<file path="src/rtl/ie_operand_stage_reg.sv">
// -----------------------------------------------------------------------------
// ie_operand_stage_reg
//
// Purpose
//   ID->IE pipeline register for the rs1 operand path. Captures the ID-stage
//   rs1 operand, PC and destination info. It also decides, at capture time,
//   which source IE_mux1 must select for operand A:
//     00 = registered rs1 value
//     01 = registered PC
//     10 = ALU_out_IM_REG2, forwarded from the instruction now moving to IM
//   Load-use hazards against the held instruction raise hazard_stall_req
//   combinationally and load a bubble into IE.
//
// Configuration
//   FWD_WB_EN : when defined, adds the wb_* ports. A matching write-back
//               result replaces the register-file rs1 value on load whenever
//               neither PC nor IM forwarding is selected.
//
// Ports
//   clk, reset             core clock; synchronous active-high reset
//   stall_IE, flush_IE     hold / bubble controls
//   valid_ID ... use_pc_ID ID-stage instruction fields
//   ALU_out_IM_REG2        IM-stage ALU result (forward source)
//   wb_*                   write-back forward source (FWD_WB_EN only)
//   *_IE_REG1/2, IE_mux1_SEL  registered IE-stage outputs
//   hazard_stall_req       combinational load-use stall request
// -----------------------------------------------------------------------------
module ie_operand_stage_reg #(
   parameter int XLEN = 32,
   parameter int PC_W = 11,
   parameter int RA_W = 5
) (
   input  logic            clk,
   input  logic            reset,
   input  logic            stall_IE,
   input  logic            flush_IE,
   input  logic            valid_ID,
   input  logic [PC_W-1:0] inst_mem_addr_ID,
   input  logic [XLEN-1:0] rs1_value_ID,
   input  logic [RA_W-1:0] rs1_addr_ID,
   input  logic [RA_W-1:0] rd_addr_ID,
   input  logic            reg_write_ID,
   input  logic            mem_read_ID,
   input  logic            use_pc_ID,
   input  logic [XLEN-1:0] ALU_out_IM_REG2,
`ifdef FWD_WB_EN
   input  logic            wb_reg_write,
   input  logic [RA_W-1:0] wb_rd_addr,
   input  logic [XLEN-1:0] wb_value,
`endif
   output logic            valid_IE_REG2,
   output logic [PC_W-1:0] inst_mem_addr_IE_REG1,
   output logic [XLEN-1:0] rs1_value_IE_REG2,
   output logic [RA_W-1:0] rd_addr_IE_REG2,
   output logic            reg_write_IE_REG2,
   output logic            mem_read_IE_REG2,
   output logic [1:0]      IE_mux1_SEL,
   output logic            hazard_stall_req
);

   typedef enum logic [1:0] {
      SEL_RS1 = 2'b00,
      SEL_PC  = 2'b01,
      SEL_IM  = 2'b10
   } sel_e;

   typedef struct packed {
      logic            valid;
      logic [PC_W-1:0] pc;
      logic [XLEN-1:0] rs1;
      logic [RA_W-1:0] rd;
      logic            reg_write;
      logic            mem_read;
      sel_e            sel;
   } ie_t;

   ie_t  ie_q, ie_d;
   sel_e load_sel;
   logic [XLEN-1:0] load_rs1;
   logic im_match;

   // The held instruction reaches IM next cycle. A load there cannot forward
   // in time, so the consumer must wait; rd=x0 never counts as a producer.
   assign hazard_stall_req = valid_ID & ie_q.valid & ie_q.mem_read
                           & (ie_q.rd != '0) & (ie_q.rd == rs1_addr_ID)
                           & ~use_pc_ID;

   assign im_match = ie_q.valid & ie_q.reg_write & (ie_q.rd != '0)
                   & (ie_q.rd == rs1_addr_ID);

   // Operand-A source and value chosen for a fresh capture.
   always_comb begin
      // NOTE: every combinational output gets a default first so no path
      // leaves it unassigned, which would infer a latch.
      load_sel = SEL_RS1;
      load_rs1 = rs1_value_ID;
      if (use_pc_ID) begin
         load_sel = SEL_PC;
      end else if (im_match) begin
         load_sel = SEL_IM;
      end
`ifdef FWD_WB_EN
      // IM forwarding wins; WB only patches the register-file value.
      if ((load_sel == SEL_RS1) && wb_reg_write && (wb_rd_addr != '0)
          && (wb_rd_addr == rs1_addr_ID)) begin
         load_rs1 = wb_value;
      end
`endif
   end

   // Next-state: flush > stall > hazard > load (reset handled in the flop).
   always_comb begin
      ie_d = ie_q;
      if (flush_IE) begin
         ie_d.valid     = 1'b0;
         ie_d.reg_write = 1'b0;
         ie_d.mem_read  = 1'b0;
         ie_d.sel       = SEL_RS1;
      end else if (stall_IE) begin
         // IM gets a bubble while IE stalls, so the forwarded result is only
         // visible now: capture it once and fall back to the rs1 path.
         if (ie_q.sel == SEL_IM) begin
            ie_d.rs1 = ALU_out_IM_REG2;
            ie_d.sel = SEL_RS1;
         end
      end else if (hazard_stall_req) begin
         ie_d.valid     = 1'b0;
         ie_d.reg_write = 1'b0;
         ie_d.mem_read  = 1'b0;
         ie_d.sel       = SEL_RS1;
      end else begin
         ie_d.valid     = valid_ID;
         ie_d.pc        = inst_mem_addr_ID;
         ie_d.rs1       = load_rs1;
         ie_d.rd        = rd_addr_ID;
         ie_d.reg_write = reg_write_ID & valid_ID;
         ie_d.mem_read  = mem_read_ID & valid_ID;
         ie_d.sel       = load_sel;
      end
   end

   // NOTE: sequential state uses non-blocking assignments so every flop
   // samples pre-edge values regardless of statement order.
   always_ff @(posedge clk) begin
      if (reset) begin
         ie_q <= '0;
      end else begin
         ie_q <= ie_d;
      end
   end

   assign valid_IE_REG2         = ie_q.valid;
   assign inst_mem_addr_IE_REG1 = ie_q.pc;
   assign rs1_value_IE_REG2     = ie_q.rs1;
   assign rd_addr_IE_REG2       = ie_q.rd;
   assign reg_write_IE_REG2     = ie_q.reg_write;
   assign mem_read_IE_REG2      = ie_q.mem_read;
   assign IE_mux1_SEL           = ie_q.sel;

endmodule

</file>
<file path="config.mk">
export PLATFORM = sky130hd
export DESIGN_NAME = ie_operand_stage_reg
export DESIGN_NICKNAME = d
export VERILOG_FILES = /design/src/rtl/ie_operand_stage_reg.sv
export SDC_FILE = /design/constraint.sdc
export NUM_CORES = 1
export LEC_CHECK = 0
export ABC_AREA = 1
export ABC_CLOCK_PERIOD_IN_PS = 1500
export CAP_MARGIN = 20
export CORE_AREA = 2 2 88 90
export CTS_BUF_LIST = sky130_fd_sc_hd__clkbuf_8
export DETAILED_ROUTE_END_ITERATION = 8
export DIE_AREA = 0 0 90 92
export GPL_TIMING_DRIVEN = 0
export PLACE_DENSITY_LB_ADDON = 0.2
export SYNTH_ARGS = -nofsm -noshare
export SYNTH_HDL_FRONTEND = slang
export SYNTH_SLANG_ARGS = --single-unit
</file>
<file path="constraint.sdc">
create_clock -name clk -period 1.5 [get_ports clk]
set_input_delay 0.3 -clock clk [delete_from_list [all_inputs] [get_ports clk]]
set_output_delay 0.3 -clock clk [all_outputs]
set_load 0.01 [all_outputs]
</file>
**Word-level counts from Yosys, hierarchy flattened**

Cells that the tools add are included.

- Eq/ne operators: 4
- Muxes and demuxes: 9
- Bitwise gates (word level): 14
- Reduce and logical (&&, ||, !) cells: 4

Operator list:

| operator | number |
|---|---|
| $mux W32 | 2 |
| $mux W37 | 1 |
| $and A1 B1 Y1 | 10 |
| $mux W2 | 4 |
| $reduce_and A3 Y1 | 2 |
| $eq A5 B5 Y1 | 1 |
| $reduce_bool A5 Y1 | 1 |
| $mux W4 | 1 |
| $not A1 Y1 | 4 |
| $eq A2 B2 Y1 const B | 1 |
| $ne A2 B1 Y1 const B | 1 |
| $ne A2 B2 Y1 const B | 1 |
| $reduce_or A2 Y1 | 1 |
| $mux W1 | 1 |

- Flip-flop bits (word level): 53
- Input port bits: 93
- Output and inout port bits: 54
- Logic and storage cells: 38

**Logic depth before layout (Yosys ltp)**

Gate-level depths: netlist of run 1.

- Depth in word-level cells: 7
- Mapped depth: 11

**Worst setup path before layout of run 1**

OpenSTA, ideal clock, no wires.

- Path kind: reg-to-output
- Start point: register ie_q, in the netlist rd_addr_IE_REG2[0]
- End point: output port hazard_stall_req
- Arrival time: 1.146 ns
- Path slack: 0.054 ns
- Cell stages (with the launch flop): 7
- Cells stage by stage: dfxtp_1 > xnor2_1 > nand3_1 > nor2_4 > nand2_4 > buf_4 > inv_1

- Word-level cells in the longest chain between the ends: 4
- Elaborated cells on any way between the ends: 5
- Classes of those cells: eq/ne (1); bitwise (3); reduce/logical (1)

RTL lines:

| item | line | text |
|---|---|---|
| from (decl) | 77 | `ie_t ie_q, ie_d;` |
| from (signal assigned) | 148 | `ie_q <= ie_d;` |
| $reduce_bool A5 Y1 | 85 | `& (ie_q.rd != '0) & (ie_q.rd == rs1_addr_ID)` |
| $and A1 B1 Y1 | 85 |  |
| $and A1 B1 Y1 (*) | 85 |  |
| $and A1 B1 Y1 (*) | 86 | `& ~use_pc_ID;` |
| to (decl) | 58 | `output logic hazard_stall_req` |

Mark *: on every way between the ends. The rest lies on a longest branch, timed or not.

**Worst setup path in the final report of run 1**

- Start point: register ie_q, in the netlist rd_addr_IE_REG2[4]
- End point: output port hazard_stall_req

Same word-level chain as after synthesis.

==> impl_metrics.ini, run 1 <==
[clocking]
cts.htree.levels = 2
clockRootBuffer = clkbuf_8
cts_buffers = 5
insertion_delay_ps = 300
clkTransAtPathRegs_ps = 100
cts_tree = done
max-clock-path-buffers = 2
cts_sinks = 53

[timing]
setup_viol = 49
slew_viol_final = 0
worst_slack_ps = -199
max_freq_mhz = 589
hold_violations = 0
fin_skew_ps = 9.42
period_needed_ps = 1700
worstMarginPinSlew_ps = 511
rsz0062_at_grt = yes
min_period_over_period_pct = 113
slew-limit-headroom_pct = 65.9

[placed_design]
portBuffers = 145
dp_hpwl_mm = 6.47
place.gp.congestion = 0.811
pre_cts_ws_ps = -964
place_area_sq_um = 4580

[grt]
grt_max_degree = 15
antenna_found_initial = 0
grt_pass1_wl_mm = 14.6
grt_pass1_vias = 3223
grt.overflow.total = 0
gr-usage-all-layers_pct = 21.3

[layout]
final_util_pct = 65.3
diodes = 0
fin_area_sq_um = 4860
drive_gt1_share_pct = 7.80
area_delta_synth_final_pct = 62.0
fillers = 740
final_nets = 784

[critical_path]
critPathLaunchType = register
critPathKind = reg -> out
path_max_fanout = 3
critPathArrivalTime_ps = 1400
worstSetupEndpointType = primary output
worstRegToRegCells = 11
crit_required_ps = 1200

[floorplan]
die_area_sq_um = 8280
start_util_pct = 40.3
coreArea_sq_um = 7450
die_w_um = 90
fp.dieH_um = 92
rows = 32
top_level_ports = 147

[power]
p_leak_nw = 3.01
comb_power_share_pct = 28.9
intPower_w = 0.00233
clock_power_share_pct = 23.7
p_sw_share_pct = 28.6
post-layout-total-power_w = 0.00326
switchingPower_w = 0.000934
power_density_nw_per_um2 = 671
ir_worst_vdd_uv = 372
seqPwrFrac_pct = 47.4

[drt]
ant_nets = 0
viasPerCell = 4.25
drtIter0Drc = 103
vias = 3376
routedWlPerCell_um = 11.0
firstDrtPassIters = 4
drc = 0
wirelength_mm = 8.73

[hold_path]
worstHoldPathType = in -> reg
min_path_cells = 3

[logic_synthesis]
synth_top_area_cell = dfxtp_1
synth_top_area_share_pct = 35.3
synthArstFlopShare_pct = 0
synth_nets = 621
ys_seq_elements = 53
synthTopCellsByArea = dfxtp_1 (35%), nand2_1 (26%), nor2_1 (17%), inv_1 (11%), buf_6 (3.0%)
synth_commonest_cells = nand2_1 (210), nor2_1 (132), inv_1 (85)
synth_most_common_cell = nand2_1
synth_ff_type = dfxtp_1
syn_avg_cell_area_sq_um = 5.69
ys_types = 19
netlist_area_sq_um = 3000
yosysWarnings = 0
syn_inst = 528
yosysSeqAreaShare_pct = 35.3
synth_edf_count = 0

[status]
outcome = complete, but fails checks
failed_checks = negative setup slack

[flow_run]
cap_violations = 0
[flip-flops by register name, summed over array words and instances (netlist names)]
signal and flops:
IE_mux1_SEL 2, inst_mem_addr_IE_REG1 11, mem_read_IE_REG2 1, rd_addr_IE_REG2 5, reg_write_IE_REG2 1, rs1_value_IE_REG2 32
valid_IE_REG2 1
[critical path, stage by stage, from the launching register on]
cell and delay (ps):
dfxtp_4 380, xnor2_1 150, nand2_1 110, nor2_4 160, nand2_4 70, buf_6 110, inv_2 40, buf_6 90
[final cells by class]
| type | count | area [sq um] | share of cell area (%) |
|---|---|---|---|
| flip-flops and latches | 53 | 1070 | 22.0 |
| plain buffers | 23 | 170 | 3.50 |
| multi-input cells | 362 | 1470 | 30.2 |
| repair buffers | 158 | 1620 | 33.2 |
| clock buffers | 5 | 68.8 | 1.41 |
| clock inverters | 3 | 11.3 | 0.231 |
| inverters | 88 | 330 | 6.79 |
| well taps | 102 | 128 | 2.62 |
[stage by stage]
stage	hold WS, ps	setup TNS [ps]	instances
floorplan	435	0	528
global placement	466	-20820	775
detailed placement	488	-23190	775
CTS	375	-5050	792
global route	327	-8800	794
finish	310	-3790	794
[timing repair]
action | in CTS | in global routing
endpoints found under the setup margin | 78 | 78
setup buffers | 8 | 4
resized for setup | 54 | 38
cloned | 1 | 0
pin swaps | 10 | 6
hold buffers | 0 | 0
[cell usage in the layout, fill, tap and decap left out, types with 3 or more instances in the layout]
cell             synthesis  layout
dfxtp_1                 53      49
buf_2                    2       3
nand4_1                  4       4
clkdlybuf4s50_1          0      87
buf_8                    0       3
clkbuf_8                 0       5
nand2_1                210     209
dlymetal6s2s_1           0      25
nor2_1                 132     130
inv_1                   85      86
buf_4                    4       8
buf_6                    8      11
inv_2                    3       5
a21oi_1                  5       4
clkbuf_1                 9       8
dlygate4sd2_1            0      32
[metal layers]
| layer | vias up | track usage [%] | part of all wire [%] |
|---|---|---|---|
| met3 | 4 | 5.75 | 6.0 |
| met4 | 0 | 4.36 | 0.48 |
| met2 | 99 | 39.6 | 49 |
| met1 | 1452 | 24.4 | 44 |
| li1 | 1821 | - | - |
| met5 | - | 0 | 0 |
[power groups by stage]
stage	clock network [W]	logic, W	registers [W]
after CTS	0.000803	0.000940	0.00155
final	0.000774	0.000941	0.00155
after detailed placement	0	0.000939	0.00158
after floorplan	0	0.000390	0.00162
after global placement	0	0.000925	0.00158
after global routing	0.000849	0.00105	0.00156
[path summary, 6_finish.rpt]
| path | endpoint | start | slack [ps] |
|---|---|---|---|
| min reg2reg | valid_IE_REG2 | valid_IE_REG2 | 500 |
| max | hazard_stall_req | rd_addr_IE_REG2[4] | -200 |
| min | IE_mux1_SEL[0] | use_pc_ID | 310 |
| max reg2reg | rs1_value_IE_REG2[28] | rd_addr_IE_REG2[4] | -100 |
[kinds of logic (layout without fill, tap and decap cells)]
family,Yosys count,count (layout),share of synthesized area [%]
buffers and inverters,113,277,16.7
and+or+nand+nor,353,353,46.0
DFF,53,53,35.3
xor gates and xnor gates,3,3,0.875
AOI/OAI and AO/OA,6,6,1.12
Note: power is estimated with default switching activity, not from simulation.
==> run 2, diff against run 1 <==
--- a/config.mk
+++ b/config.mk
@@ -12,8 +12,9 @@
 export CTS_BUF_LIST = sky130_fd_sc_hd__clkbuf_8
 export DETAILED_ROUTE_END_ITERATION = 8
 export DIE_AREA = 0 0 90 92
+export GPL_ROUTABILITY_DRIVEN = 0
 export GPL_TIMING_DRIVEN = 0
-export PLACE_DENSITY_LB_ADDON = 0.2
+export PLACE_DENSITY = 0.8
 export SYNTH_ARGS = -nofsm -noshare
 export SYNTH_HDL_FRONTEND = slang
 export SYNTH_SLANG_ARGS = --single-unit
==> run 2 against run 1 <==
Compared with the run above:
- the run still ends with negative setup slack left
- combinational power rose by 13%
- highest routed layer unchanged
- maximum frequency is 3.8% lower
- clock power is 0.8% lower
- worst hold slack improved by 50 ps
- flip-flop and latch count unchanged
==> impl_metrics.ini, run 2 (synthesized netlist as in run 1, its figures left out) <==
[status]
outcome = complete, but fails checks
failed_checks = negative setup slack

[layout]
diodes = 0
area_delta_synth_final_pct = 74.5
drive_gt1_share_pct = 16.6
final_nets = 798
layout_common_cells = nand2_1 (188), nor2_1 (101), inv_1 (86), clkdlybuf4s50_1 (84), dfxtp_1 (49)
largest_reg_flops = 32
final_util_pct = 70.4
fin_area_sq_um = 5240
layout_commonest_cell = nand2_1

[floorplan]
rows = 32
die_area_sq_um = 8280
top_level_ports = 147
start_util_pct = 40.3
fp.dieH_um = 92
coreArea_sq_um = 7450
die_w_um = 90

[timing]
rsz0062_at_grt = yes
max_freq_mhz = 567
slew-limit-headroom_pct = 58.8
setup_viol = 49
min_period_over_period_pct = 118
worst_slack_ps = -265
hold_violations = 0
whs_ps = 360
slew_viol_final = 0
worstMarginPinSlew_ps = 618
fin_skew_ps = 6.70
period_needed_ps = 1770
setup_tns_ps = -9080

[clocking]
clkTransAtPathRegs_ps = 90
cts.htree.levels = 2
hold_buffers = 0
clockRootBuffer = clkbuf_8
insertion_delay_ps = 300
cts_sinks = 53
cts_tree = done
max-clock-path-buffers = 2
cts_buffers = 5

[drt]
wirelength_mm = 9.69
drtIter0Drc = 138
routedWlPerCell_um = 12.0
ant_nets = 0
drc = 0
vias = 3531
firstDrtPassIters = 4
viasPerCell = 4.37

[power]
comb_power_share_pct = 31.4
seqPwrFrac_pct = 45.8
power_density_nw_per_um2 = 644
intPower_w = 0.00238
clock_power_share_pct = 22.7
switchingPower_w = 0.000995
p_sw_share_pct = 29.4
p_leak_nw = 3.14
ir_worst_vdd_uv = 363

[grt]
grt_pass1_vias = 3488
grt_pass1_wl_mm = 15.4
antenna_found_initial = 0
gr-usage-all-layers_pct = 22.9
grt.overflow.total = 0
grt_max_degree = 15

[critical_path]
critPathKind = reg -> out
reg2reg_slack_ps = -220
critPathLaunchType = register
path_max_fanout = 4
critPathArrivalTime_ps = 1470
crit_required_ps = 1200
worstSetupEndpointType = primary output

[hold_path]
worstHoldPathType = in -> reg

[flow_run]
cap_violations = 0

[placed_design]
portBuffers = 145
dp_hpwl_mm = 6.55
place_area_sq_um = 4580
[run 2: cell count changes in the layout (fill, tap and decap cells not counted), moves of 2 or more]
cell             previous run  this run
buf_4                       8        12
dlymetal6s2s_1             25        28
buf_6                      11        18
nand2_8                     0         3
nor2_4                      2         9
nand2_1                   209       188
buf_12                      2         0
nor2_1                    130       101
nand2_2                     1        21
clkbuf_16                   0         2
clkdlybuf4s50_1            87        84
nor2_2                      1        23
[run 2: power groups by stage]
stage | logic [W] | clock network [W] | registers, W
global placement | 0.000924 | 0 | 0.00158
floorplan | 0.000390 | 0 | 0.00162
finish | 0.00106 | 0.000768 | 0.00155
detailed placement | 0.000937 | 0 | 0.00158
global route | 0.00117 | 0.000839 | 0.00156
CTS | 0.00100 | 0.000792 | 0.00155
[run 2: final timing paths]
check / start / endpoint / cells after the start
worst max register to register: rd_addr_IE_REG2[0] / inst_mem_addr_IE_REG1[0] / 12
worst min-delay path: stall_IE / IE_mux1_SEL[0] / 3
worst max-delay path: rd_addr_IE_REG2[0] / hazard_stall_req / 8
worst min register to register: mem_read_IE_REG2 / mem_read_IE_REG2 / 2
[run 2: metal layers]
metal	up-vias	global-route usage [%]	part of all wire (%)	wire, um
met5	-	0	0	0
met4	0	11.8	3.6	350
met3	22	4.11	4.3	417
met2	102	42.8	52	5040
met1	1554	24.7	40	3880
li1	1853	-	-	-
[run 2: metrics by stage]
step / instances / power, W / setup slack [ps]
global route: 808 / 0.00357 / -340
detailed placement: 775 / 0.00252 / -912
floorplan: 528 / 0.00201 / 53.9
finish: 808 / 0.00338 / -265
CTS: 808 / 0.00335 / -210
global placement: 775 / 0.00250 / -907
[run 2: worst max-delay path, stage by stage (launching register included)]
cell and delay, ps:
dfxtp_4 370, nor2_1 110, nand4_1 170, nand2_1 140, inv_2 60, nand2_4 70, buf_6 100, inv_2 30
buf_6 110
[run 2: area by class of cell]
cell class	instances	area [sq um]
timing repair buffer	170	1770
multi-input combinational	364	1690
clock buffer	5	68.8
buffer	23	173
clock inverter	3	11.3
tap	102	128
sequential	53	1070
fill	660	2210
inverter	88	330
[run 2: timing repair]
item / in CTS / in global routing
endpoints found under the setup margin: 74 / 81
buffers inserted: 15 / 4
hold endpoints to repair: 0 / 0
resized for setup: 79 / 88
pin swaps: 12 / 21
cloned: 10 / 2
